--- src/rtl/fpu_sched_pkg.sv ---
// Shared definitions for the FPU op scheduler: op codes, FSM states and the
// per-op latency lookup.
package fpu_sched_pkg;

  typedef enum logic [3:0] {
    OP_NOP   = 4'd0,
    OP_FADD  = 4'd1,
    OP_FSUB  = 4'd2,
    OP_FMUL  = 4'd3,
    OP_FINV  = 4'd4,
    OP_FSQRT = 4'd5,
    OP_FNEG  = 4'd6,
    OP_FABS  = 4'd7,
    OP_FEQ   = 4'd8,
    OP_FLT   = 4'd9,
    OP_FLE   = 4'd10,
    OP_FMOV  = 4'd11,
    OP_ITOF  = 4'd12,
    OP_FTOI  = 4'd13,
    OP_FLI   = 4'd14,
    OP_HALT  = 4'd15
  } fpu_op_t;

  typedef enum logic [1:0] {
    ST_IDLE = 2'd0,
    ST_EXEC = 2'd1,
    ST_WB   = 2'd2
  } state_t;

  function automatic int unsigned op_latency(input logic [3:0] ctrl,
                                             input int unsigned lat_add,
                                             input int unsigned lat_mul,
                                             input int unsigned lat_long);
    case (ctrl)
      OP_FADD, OP_FSUB:  return lat_add;
      OP_FMUL:           return lat_mul;
      OP_FINV, OP_FSQRT: return lat_long;
      default:           return 1;
    endcase
  endfunction

  function automatic int unsigned lat_max(input int unsigned a,
                                          input int unsigned b,
                                          input int unsigned c);
    int unsigned m;
    m = a;
    if (b > m) m = b;
    if (c > m) m = c;
    return m;
  endfunction

endpackage

--- src/rtl/fpu_rr_arb.sv ---
// Two-way round-robin arbiter; the pointer remembers the last granted
// requester and only moves when a grant is actually taken.
module fpu_rr_arb (
  input  logic       clk,
  input  logic       rstn,
  input  logic [1:0] req,
  input  logic       enable,
  input  logic       update,
  output logic [1:0] grant
);

  logic last;

  always_comb begin
    grant = 2'b00;
    if (enable) begin
      unique case (req)
        2'b01:   grant = 2'b01;
        2'b10:   grant = 2'b10;
        2'b11:   grant = last ? 2'b01 : 2'b10;
        default: grant = 2'b00;
      endcase
    end
  end

  // Reset value 1 makes requester 0 win the first contended grant.
  always_ff @(posedge clk or negedge rstn) begin
    if (!rstn) begin
      last <= 1'b1;
    end else if (update) begin
      last <= grant[1];
    end
  end

endmodule

--- src/rtl/fpu_sched.sv ---
// Single-issue scheduler sharing one external combinational FPU datapath
// between two requesters, with a held write-back handshake.
module fpu_sched
  import fpu_sched_pkg::*;
#(
  parameter int unsigned LAT_ADD  = 2,
  parameter int unsigned LAT_MUL  = 2,
  parameter int unsigned LAT_LONG = 4
) (
  input  logic             clk,
  input  logic             rstn,
  input  logic [1:0]       req_valid,
  output logic [1:0]       req_ready,
  input  logic [1:0][3:0]  req_ctrl,
  input  logic [1:0][31:0] req_ds,
  input  logic [1:0][31:0] req_dt,
  input  logic [1:0][5:0]  req_dd,
  input  logic [1:0][15:0] req_imm,
  output logic [3:0]       fpu_ctrl,
  output logic [31:0]      fpu_ds_val,
  output logic [31:0]      fpu_dt_val,
  output logic [5:0]       fpu_dd,
  output logic [15:0]      fpu_imm,
  input  logic [5:0]       fpu_reg_addr,
  input  logic [31:0]      fpu_dd_val,
  output logic             wb_valid,
  input  logic             wb_ready,
  output logic [5:0]       wb_addr,
  output logic [31:0]      wb_val,
  output logic             wb_src,
  input  logic             flush,
  output logic             busy
);

  localparam int unsigned LAT_MAX = lat_max(LAT_ADD, LAT_MUL, LAT_LONG);
  localparam int unsigned CW      = (LAT_MAX > 1) ? $clog2(LAT_MAX) : 1;

  state_t        state;
  state_t        state_next;
  logic [CW-1:0] cnt;
  logic [1:0]    grant;
  logic          arb_enable;
  logic          accept;
  logic          sel;
  logic          src_q;

  // Gating with rstn keeps req_ready low while reset is held.
  assign arb_enable = rstn && !flush && (state == ST_IDLE);

  fpu_rr_arb u_arb (
    .clk    (clk),
    .rstn   (rstn),
    .req    (req_valid),
    .enable (arb_enable),
    .update (accept),
    .grant  (grant)
  );

  assign req_ready = grant;
  assign accept    = |(req_valid & grant);
  assign sel       = grant[1];
  assign busy      = (state != ST_IDLE);
  assign wb_valid  = (state == ST_WB);

  always_ff @(posedge clk or negedge rstn) begin
    if (!rstn) begin
      state <= ST_IDLE;
    end else begin
      state <= state_next;
    end
  end

  always_comb begin
    state_next = state;
    unique case (state)
      ST_IDLE: if (accept) state_next = ST_EXEC;
      ST_EXEC: begin
        if (cnt == '0) begin
          state_next = (fpu_reg_addr == 6'd0) ? ST_IDLE : ST_WB;
        end
      end
      ST_WB:   if (wb_ready) state_next = ST_IDLE;
      default: state_next = ST_IDLE;
    endcase
    if (flush) state_next = ST_IDLE;
  end

  always_ff @(posedge clk or negedge rstn) begin
    if (!rstn) begin
      cnt        <= '0;
      src_q      <= 1'b0;
      fpu_ctrl   <= '0;
      fpu_ds_val <= '0;
      fpu_dt_val <= '0;
      fpu_dd     <= '0;
      fpu_imm    <= '0;
      wb_addr    <= '0;
      wb_val     <= '0;
      wb_src     <= 1'b0;
    end else if (accept) begin
      fpu_ctrl   <= req_ctrl[sel];
      fpu_ds_val <= req_ds[sel];
      fpu_dt_val <= req_dt[sel];
      fpu_dd     <= req_dd[sel];
      fpu_imm    <= req_imm[sel];
      src_q      <= sel;
      cnt        <= CW'(op_latency(req_ctrl[sel], LAT_ADD, LAT_MUL, LAT_LONG) - 32'd1);
    end else if (state == ST_EXEC && !flush) begin
      if (cnt != '0) begin
        cnt <= cnt - CW'(1);
      end else if (fpu_reg_addr != 6'd0) begin
        wb_addr <= fpu_reg_addr;
        wb_val  <= fpu_dd_val;
        wb_src  <= src_q;
      end
    end
  end

endmodule

--- config.mk ---
export PLATFORM = sky130hd
export DESIGN_NAME = fpu_sched
export DESIGN_NICKNAME = d
export VERILOG_FILES = /design/src/rtl/fpu_sched_pkg.sv /design/src/rtl/fpu_rr_arb.sv /design/src/rtl/fpu_sched.sv
export SDC_FILE = /design/constraint.sdc
export NUM_CORES = 1
export LEC_CHECK = 0
export ABC_CLOCK_PERIOD_IN_PS = 4400
export BUFFER_PORTS_ARGS = -buffer_cell sky130_fd_sc_hd__buf_2
export CAP_MARGIN = 10
export CELL_PAD_IN_SITES_DETAIL_PLACEMENT = 0
export CELL_PAD_IN_SITES_GLOBAL_PLACEMENT = 2
export CORE_AREA = 10 10 159 161
export DETAILED_ROUTE_END_ITERATION = 10
export DIE_AREA = 0 0 169 171
export GPL_ROUTABILITY_DRIVEN = 1
export PLACE_DENSITY_LB_ADDON = 0.1
export SLEW_MARGIN = 0
export SYNTH_ARGS = -nofsm -noshare
export SYNTH_HDL_FRONTEND = slang
export SYNTH_SLANG_ARGS = --single-unit
--- constraint.sdc ---
create_clock -name clk -period 4.4 [get_ports clk]
set_input_delay 0.88 -clock clk [delete_from_list [all_inputs] [get_ports clk]]
set_output_delay 0.88 -clock clk [all_outputs]
set_load 0.02 [all_outputs]
Yosys cells after proc, flatten, opt, wreduce, memory -nomap -nowiden
Cells that the tools add are included.
{"block": "word_totals", "in_bits": 224, "ff_bits": 135, "wordCells": 73}
{"block": "op_classes", "bitwise": 3, "eq_ne": 13, "order_cmp": 1, "addsub": 2, "reduce_logical": 18, "muxes": 24}
{"cell": "$mux 32", "count": 4}
{"cell": "$mux 16", "count": 2}
{"cell": "$mux 2", "count": 11}
{"cell": "$mux 6", "count": 2}
{"cell": "$pmux 2 s3", "count": 2}
{"cell": "$eq 4x2->1 const B", "count": 2}
{"cell": "$eq 4x3->1 const B", "count": 2}
{"cell": "$mux 4", "count": 2}
{"cell": "$reduce_bool 2->1", "count": 4}
{"cell": "$eq 2x2->1 const B", "count": 3}
{"cell": "$logic_not 6->1", "count": 1}
{"cell": "$ne 3x3->1 const B", "count": 2}
{"cell": "$reduce_bool 6->1", "count": 1}
{"cell": "$eq 2x1->1 const B", "count": 2}
{"cell": "$eq 4x1->1 const B", "count": 1}
{"cell": "$logic_not 2->1", "count": 2}
{"cell": "$pmux 2 s2", "count": 1}
{"cell": "$reduce_and 4->1", "count": 1}
{"cell": "$reduce_or 2->1", "count": 2}
{"cell": "$sub 2x1->2 const B", "count": 2}
{"cell": "$logic_and 1x1->1", "count": 3}
{"cell": "$ne 3x1->1 const B", "count": 1}
{"cell": "$reduce_and 3->1", "count": 1}
{"cell": "$reduce_or 3->1", "count": 1}
{"cell": "5 further kinds", "count": 6}

Depth between registers and ports, before layout
Gate-level depths: netlist (run 1).
{"block": "logic_depth", "word_depth": 12, "depth_mapped": 7, "ltp_nobuf": 4}

Modules after synthesis
Synthesis (run 1) repeated with hierarchy kept, for this count alone.
{"block": "unflattened", "cells_unflattened": 518, "area_unflattened_um2": 5940.7}
{"module": "fpu_sched", "n_inst": 1, "area_each_um2": 5874.4, "seq_area_each_um2": 3353.2, "cells_per_inst": 510}
{"module": "fpu_rr_arb", "n_inst": 1, "area_each_um2": 66.3, "seq_area_each_um2": 26.3, "cells_per_inst": 8}

Worst setup path before layout (run 1)
No wires, ideal clock.
{"block": "synth_path", "kind": "input port to output port", "start": "in flush", "end": "out req_ready[0]", "path_stages": 3, "t_arrival_ns": 2.061, "setup_slack_ns": 1.459, "path_buffers": 1, "cell_sequence": "or4b_1 > buf_2 > nor3_1"}
{"block": "synth_via", "elab_chain_cells": 4}
{"item": "start, declared", "line": "fpu_sched.sv:31", "rtl": "input logic flush,"}
{"item": "$logic_not 1->1", "line": "fpu_sched.sv:48", "rtl": "assign arb_enable = rstn && !flush && (state == ST_IDLE);"}
{"item": "$logic_and 1x1->1 (2 in a row)", "line": "fpu_sched.sv:48"}
{"item": "$mux 2", "line": "fpu_rr_arb.sv:16", "rtl": "if (enable) begin"}
{"item": "end, declared", "line": "fpu_sched.sv:13", "rtl": "output logic [1:0] req_ready,"}
No other way between the ends.

Worst setup path after layout (run 1)
{"block": "layout_path", "start": "in rstn", "end": "out req_ready[0]"}
{"block": "layout_via", "elab_chain_cells": 3}
{"item": "start, declared", "line": "fpu_sched.sv:11", "rtl": "input logic rstn,"}
{"item": "$logic_and 1x1->1 (2 in a row)", "line": "fpu_sched.sv:48"}
{"item": "$mux 2", "line": "fpu_rr_arb.sv:16"}
No other way between the ends.

==> impl_metrics.tcl, run 1 <==
set metrics [dict create \
    finalCritPeriodShare_pct 72.8 \
    drc_errors 0 \
    r2r-start "state[0]$_DFFE_PN0P_" \
    slew_headroom_pct 30.2 \
    ys_ff_latch 135 \
    cp_data_arrival_time_ns 2.32 \
    coreArea_um2 22200 \
    place_congestion 0.810 \
    drt_iter0_drc 171 \
    ys_warn_count 0 \
    grt_use_met1_pct 17.2 \
    drt_wl_total_mm 22.5 \
    cts_hold_buffers 0 \
    grt_usage_pct 15.0 \
    crit_chain "buf_6 > or4b_1 > nor3_1 > buf_2" \
    layout-drive-gt1-share_pct 50.2 \
    drtPass1Iterations 4 \
    placement_rows 55 \
    dp_hpwl_mm 17.2 \
    cts_htree_levels 4 \
    nFillCells 2273 \
    ctsResizeCount 0 \
    slowest_stage "or4b_1" \
    postLayoutCellArea_um2 8420 \
    fin_nets 1090 \
    fin_util_pct 37.9 \
    syn-num-nets 754 \
    clk_pin_slew_ns 0.06 \
    status "finished clean" \
    syn_avg_cell_area_um2 11.2 \
    clockBufferDepth 2 \
    critPathMaxFanout 43 \
    grt_max_degree 113 \
    p_per_area_nw_per_um2 640 \
    grt_busiest_layer "met2" \
    path_class "input pin to output pin" \
    cts_buffers 17 \
    die_w_um 169 \
    skew_ns 0.0101 \
    cts_tree "built" \
    syn_area_um2 5910 \
    cp.depth 4 \
    grt_first_pass_wirelength_mm 33.9 \
    startpoint "rstn" \
    pre_cts_ws_ns 0.926 \
    endpoint "req_ready[0]" \
    antenna_found_initial 2 \
    use_met2_pct 25.2 \
    startpoint_type "input pin" \
    antenna_left 0 \
    final_hold_viol_count 0 \
    vias 5306 \
    post_cts_buffers 0 \
    min_path_type "input pin to asynchronous set/reset pin" \
    slew_violations 0 \
    layout_commonest_cell "buf_2" \
    fmaxAchievable_ghz 0.312 \
    grt_overflow 0 \
    io_buffers 356 \
    timing.hold.ws_ns 0.365 \
    critPathCaptureType "output pin" \
    reg2reg_to "fpu_imm[5]$_DFFE_PN0N_" \
    wl_per_cell_um 19.3 \
    rr_worst_depth 5 \
    setup_tns_ns 0 \
    synthCells 530 \
    numClockSinks 135 \
    dieArea_um2 28900 \
    start_util_pct 26.6 \
    mostFrequentLayoutCells "355 x buf_2, 134 x dfrtp_1, 90 x nand2_1, 89 x o21ai_1, 87 x o22ai_1" \
    leakagePower_nw 4.29 \
    cp_num_buf_inv 2 \
    seq_area_um2 3380 \
    grt_setup_unrepaired "no" \
    clk_latency_ns 0.42 \
    grt_pass1_vias 5729 \
    slowest_delay_ns 0.67 \
    seq_area_frac_synth_pct 57.2 \
    area_growth_pct 42.3 \
    yosysUniqueCellTypes 37 \
    worst_pin_slew_ns 1.05 \
    multiInputGateArea_um2 2270 \
    critPathRequiredTime_ns 3.52 \
    r2r_slack_ns 1.77 \
    setup_slack_ns 1.20 \
    pin_count 357 \
    die_h_um 171 \
    via_per_inst 4.55 \
    gr-usage-met3_pct 6.52 \
    post-route-min-period_ns 3.20 \
    placed_cell_area_um2 7850 \
    vdd_drop_max_mv 0.225 \
    maxCapViolCount 0 \
    root_buffer "clkbuf_16" \
    setup_viol 0 \
    path_delay_family "simple AND/OR/NAND/NOR gates" \
]
-- flip-flops by register name, indices dropped and copies added (netlist names), 2 cells and up --
| name | cells |
|---|---|
| fpu_ctrl | 4 |
| fpu_ds_val | 32 |
| wb_addr | 6 |
| cnt | 2 |
| wb_val | 32 |
| fpu_imm | 16 |
| fpu_dd | 6 |
| fpu_dt_val | 32 |
| state | 2 |
-- per-layer routing --
metal / vias to the layer above / part of all wire, %
met3: 12 / 9.1
li1: 2608 / -
met5: - / 0
met4: 0 / 0.78
met1: 2479 / 40
met2: 207 / 50
-- cells by family (layout without fill, tap and decap cells) --
kind of cell | Yosys count | count (layout) | share of synthesized area [%]
other cells | 0 | 2 | 0
compound gates | 194 | 194 | 19.3
flops | 135 | 135 | 57.2
mux | 45 | 45 | 11.0
buf+inv | 47 | 396 | 4.72
simple gates | 109 | 109 | 7.85
-- power breakdown --
group,switching [mW],total (mW),internal (mW)
sequential,0.243,1.95,1.71
clock,0.613,1.36,0.746
combinational,1.25,2.07,0.818
-- per-stage QoR --
| step | power [mW] | instances |
|---|---|---|
| floorplan | 3.25 | 530 |
| global placement | 4.07 | 1132 |
| detailed placement | 4.10 | 1132 |
| CTS | 5.49 | 1164 |
| global route | 5.74 | 1165 |
| finish | 5.38 | 1166 |
-- area by class of cell --
cell class	instances	share of cell area [%]
antenna	2	0.0595
clock buffer	17	5.06
clock inverter	15	1.64
inverter	2	0.0892
multi-input combinational	348	27.0
sequential	135	40.2
tap	285	4.24
timing repair buffer	362	21.8
-- cell usage after synthesis (all sizes together) --
| library cell | number | area, um2 |
|---|---|---|
| nor4 | 1 | 6.26 |
| clkbuf | 28 | 105 |
| a211oi | 1 | 7.51 |
| or2 | 1 | 6.26 |
| inv | 2 | 7.51 |
| o21bai | 3 | 22.5 |
| nand2 | 90 | 338 |
| o22ai | 87 | 544 |
| buf | 17 | 166 |
| o32a | 1 | 10.0 |
| a21o | 3 | 22.5 |
| or4 | 1 | 7.51 |
| nand2b | 2 | 12.5 |
| dfrtp | 134 | 3350 |
| dfstp | 1 | 26.3 |
| o32ai | 1 | 8.76 |
| nor3 | 2 | 10.0 |
| a21bo | 1 | 10.0 |
| or4b | 1 | 10.0 |
| mux2i | 3 | 30.0 |
| o311ai | 1 | 8.76 |
| nor2 | 6 | 30.0 |
| mux2 | 42 | 619 |
| nor4b | 2 | 23.8 |
| nor2b | 2 | 12.5 |
| o311a | 2 | 31.3 |
| o22a | 1 | 8.76 |
| nor3b | 1 | 7.51 |
| o21ai | 91 | 455 |
| a21oi | 2 | 10.0 |
-- how the worst min path moves through the flow --
| stage | startpoint | endpoint | slack [ns] | depth (start not counted) |
|---|---|---|---|---|
| after floorplan | src_q$_DFFE_PN0N_ | src_q$_DFFE_PN0N_ | 0.45 | 1 |
| after global placement | src_q$_DFFE_PN0N_ | src_q$_DFFE_PN0N_ | 0.46 | 1 |
| after detailed placement | fpu_dd[5]$_DFFE_PN0N_ | fpu_dd[5]$_DFFE_PN0N_ | 0.47 | 2 |
| after CTS | rstn | wb_val[31]$_DFFE_PN0P_ | 0.36 | 1 |
| after global routing | rstn | wb_val[31]$_DFFE_PN0P_ | 0.37 | 1 |
| final | rstn | wb_val[31]$_DFFE_PN0P_ | 0.37 | 1 |
Note: power is estimated with default switching activity, not from simulation.
==> inputs of run 2 (changes only) <==
Settings changed: ABC_CLOCK_PERIOD_IN_PS 4400 to 2730, CORE_AREA 10 10 159 161 to 10 10 175 177, DIE_AREA 0 0 169 171 to 0 0 185 187.
Clock period 4.4 ns to 2.73 ns, I/O delays scaled along.
==> run 2 against run 1 <==
Net effect: register-to-register slack worse by 1.2 ns; clock skew grew 0.0051 ns; worst hold slack got worse by 0.12 ns; global-route usage down 2.1 points.
==> impl_metrics.tcl, run 2 (synthesis results as in run 1) <==
set metrics [dict create \
    status "finished clean" \
    setup_viol 0 \
    placement_rows 61 \
    via_per_inst 4.35 \
    vdd_drop_max_mv 0.398 \
    path_class "register to output pin" \
    fin_util_pct 31.6 \
    slowest_delay_ns 0.74 \
    fin_nets 1092 \
    numClockSinks 135 \
    min_path_type "input pin to asynchronous set/reset pin" \
    layout_commonest_cell "buf_2" \
    wl_per_cell_um 18.6 \
    clk_pin_slew_ns 0.06 \
    critPathMaxFanout 9 \
    nFillCells 2900 \
    die_w_um 185 \
    drt_iter0_drc 140 \
    dieArea_um2 34600 \
    seq_area_um2 3380 \
    slew_headroom_pct 48.5 \
    slew_violations 0 \
    skew_ns 0.0153 \
    cts_buffers 17 \
    coreArea_um2 27300 \
    grt_pass1_vias 5895 \
    dp_hpwl_mm 17.2 \
    area_growth_pct 46.2 \
    fmaxAchievable_ghz 0.390 \
    critPathRequiredTime_ns 2.18 \
    pin_count 357 \
    io_buffers 356 \
    vias 5332 \
    largestRegisters "fpu_ds_val (32), fpu_dt_val (32), wb_val (32)" \
    setup_tns_ns 0 \
    cp_num_buf_inv 1 \
    slowest_stage "or4b_1" \
    root_buffer "clkbuf_16" \
    multiInputGateArea_um2 2270 \
    crit_chain "or4b_1 > nor2_4 > buf_2" \
    grt_overflow 0 \
    mostFrequentLayoutCells "355 x buf_2, 134 x dfrtp_1, 90 x nand2_1, 89 x o21ai_1, 87 x o22ai_1" \
    clk_latency_ns 0.42 \
    antenna_left 0 \
    antenna_found_initial 4 \
    cp_data_arrival_time_ns 2.02 \
    final_hold_viol_count 0 \
    ctsResizeCount 0 \
    maxCapViolCount 0 \
    leakagePower_nw 4.37 \
    post_cts_buffers 0 \
    grt_first_pass_wirelength_mm 34.5 \
    grt_usage_pct 12.9 \
    post-route-min-period_ns 2.57 \
    drt_wl_total_mm 22.8 \
    grt_max_degree 136 \
    place_congestion 0.721 \
    cts_hold_buffers 0 \
    layout-drive-gt1-share_pct 50.2 \
    startpoint_type "register" \
    drc_errors 0 \
    start_util_pct 21.6 \
    die_h_um 187 \
    cts_htree_levels 4 \
    worst_pin_slew_ns 0.773 \
    grt_setup_unrepaired "no" \
    cts_tree "built" \
    critPathCaptureType "output pin" \
    path_delay_family "simple AND/OR/NAND/NOR gates" \
    drtPass1Iterations 4 \
    p_per_area_nw_per_um2 1060 \
    finalCritPeriodShare_pct 94.0 \
    clockBufferDepth 2 \
]
## run 2: cell types whose count changed in the layout (fill, tap and decap cells not counted), sizes merged, moves of 2 or more
| cell | previous run | this run |
|---|---|---|
| clkinv | 2 | 5 |
| bufinv | 0 | 6 |
| inv | 11 | 3 |
| clkinvlp | 4 | 0 |
| buf | 362 | 364 |
## run 2: cell type report
class	count	share of cell area [%]
sequential	135	39.1
multi-input combinational	348	26.3
timing repair buffer	364	21.8
clock buffer	18	5.08
tap	346	5.01
clock inverter	12	2.61
inverter	2	0.0869
antenna	1	0.0290
## run 2: power by group
| part | internal, mW | switching (mW) |
|---|---|---|
| clock network | 1.73 | 0.908 |
| registers | 2.76 | 0.386 |
| logic | 1.33 | 2.04 |
## run 2: routing by layer
metal / vias to the layer above / wire, um / track usage, %
met5: - / 25 / 0
met1: 2475 / 9380 / 14.9
met4: 6 / 229 / 3.06
li1: 2606 / - / -
met2: 226 / 10700 / 20.6
met3: 19 / 2540 / 6.76
## run 2: path summary, 6_finish.rpt
kind | from | endpoint | slack, ns | depth (start not counted)
worst min register to register | fpu_ds_val[30]$_DFFE_PN0N_ | fpu_ds_val[30]$_DFFE_PN0N_ | 0.48 | 2
worst min-delay path | rstn | wb_val[6]$_DFFE_PN0P_ | 0.25 | 2
min in group clk | fpu_dd_val[3] | wb_val[3]$_DFFE_PN0P_ | 0.35 | 2
worst max-delay path | state[0]$_DFFE_PN0P_ | req_ready[1] | 0.16 | 3
max in group asynchronous | rstn | fpu_imm[7]$_DFFE_PN0N_ | 1.90 | 2
worst max register to register | state[0]$_DFFE_PN0P_ | fpu_ctrl[2]$_DFFE_PN0N_ | 0.59 | 5
## run 2: stage by stage
step	hold slack (ns)	std cells	instance area (um2)	power, mW	setup WS (ns)
after floorplan	0.250	530	5910	5.24	0.457
after CTS	0.315	1225	8640	9.35	0.114
after global routing	0.313	1226	8640	9.77	0.0232
final	0.247	1226	8640	9.16	0.164
after global placement	0.462	1195	7980	6.60	0.292
after detailed placement	0.470	1195	7980	6.63	0.286
## run 2: worst register-to-register path, cell delays in order, from the launching register on
cell	delay, ns
dfrtp_1	0.41
or4b_1	0.74
nor2_4	0.24
buf_12	0.30
mux2i_1	0.24
o21ai_1	0.07
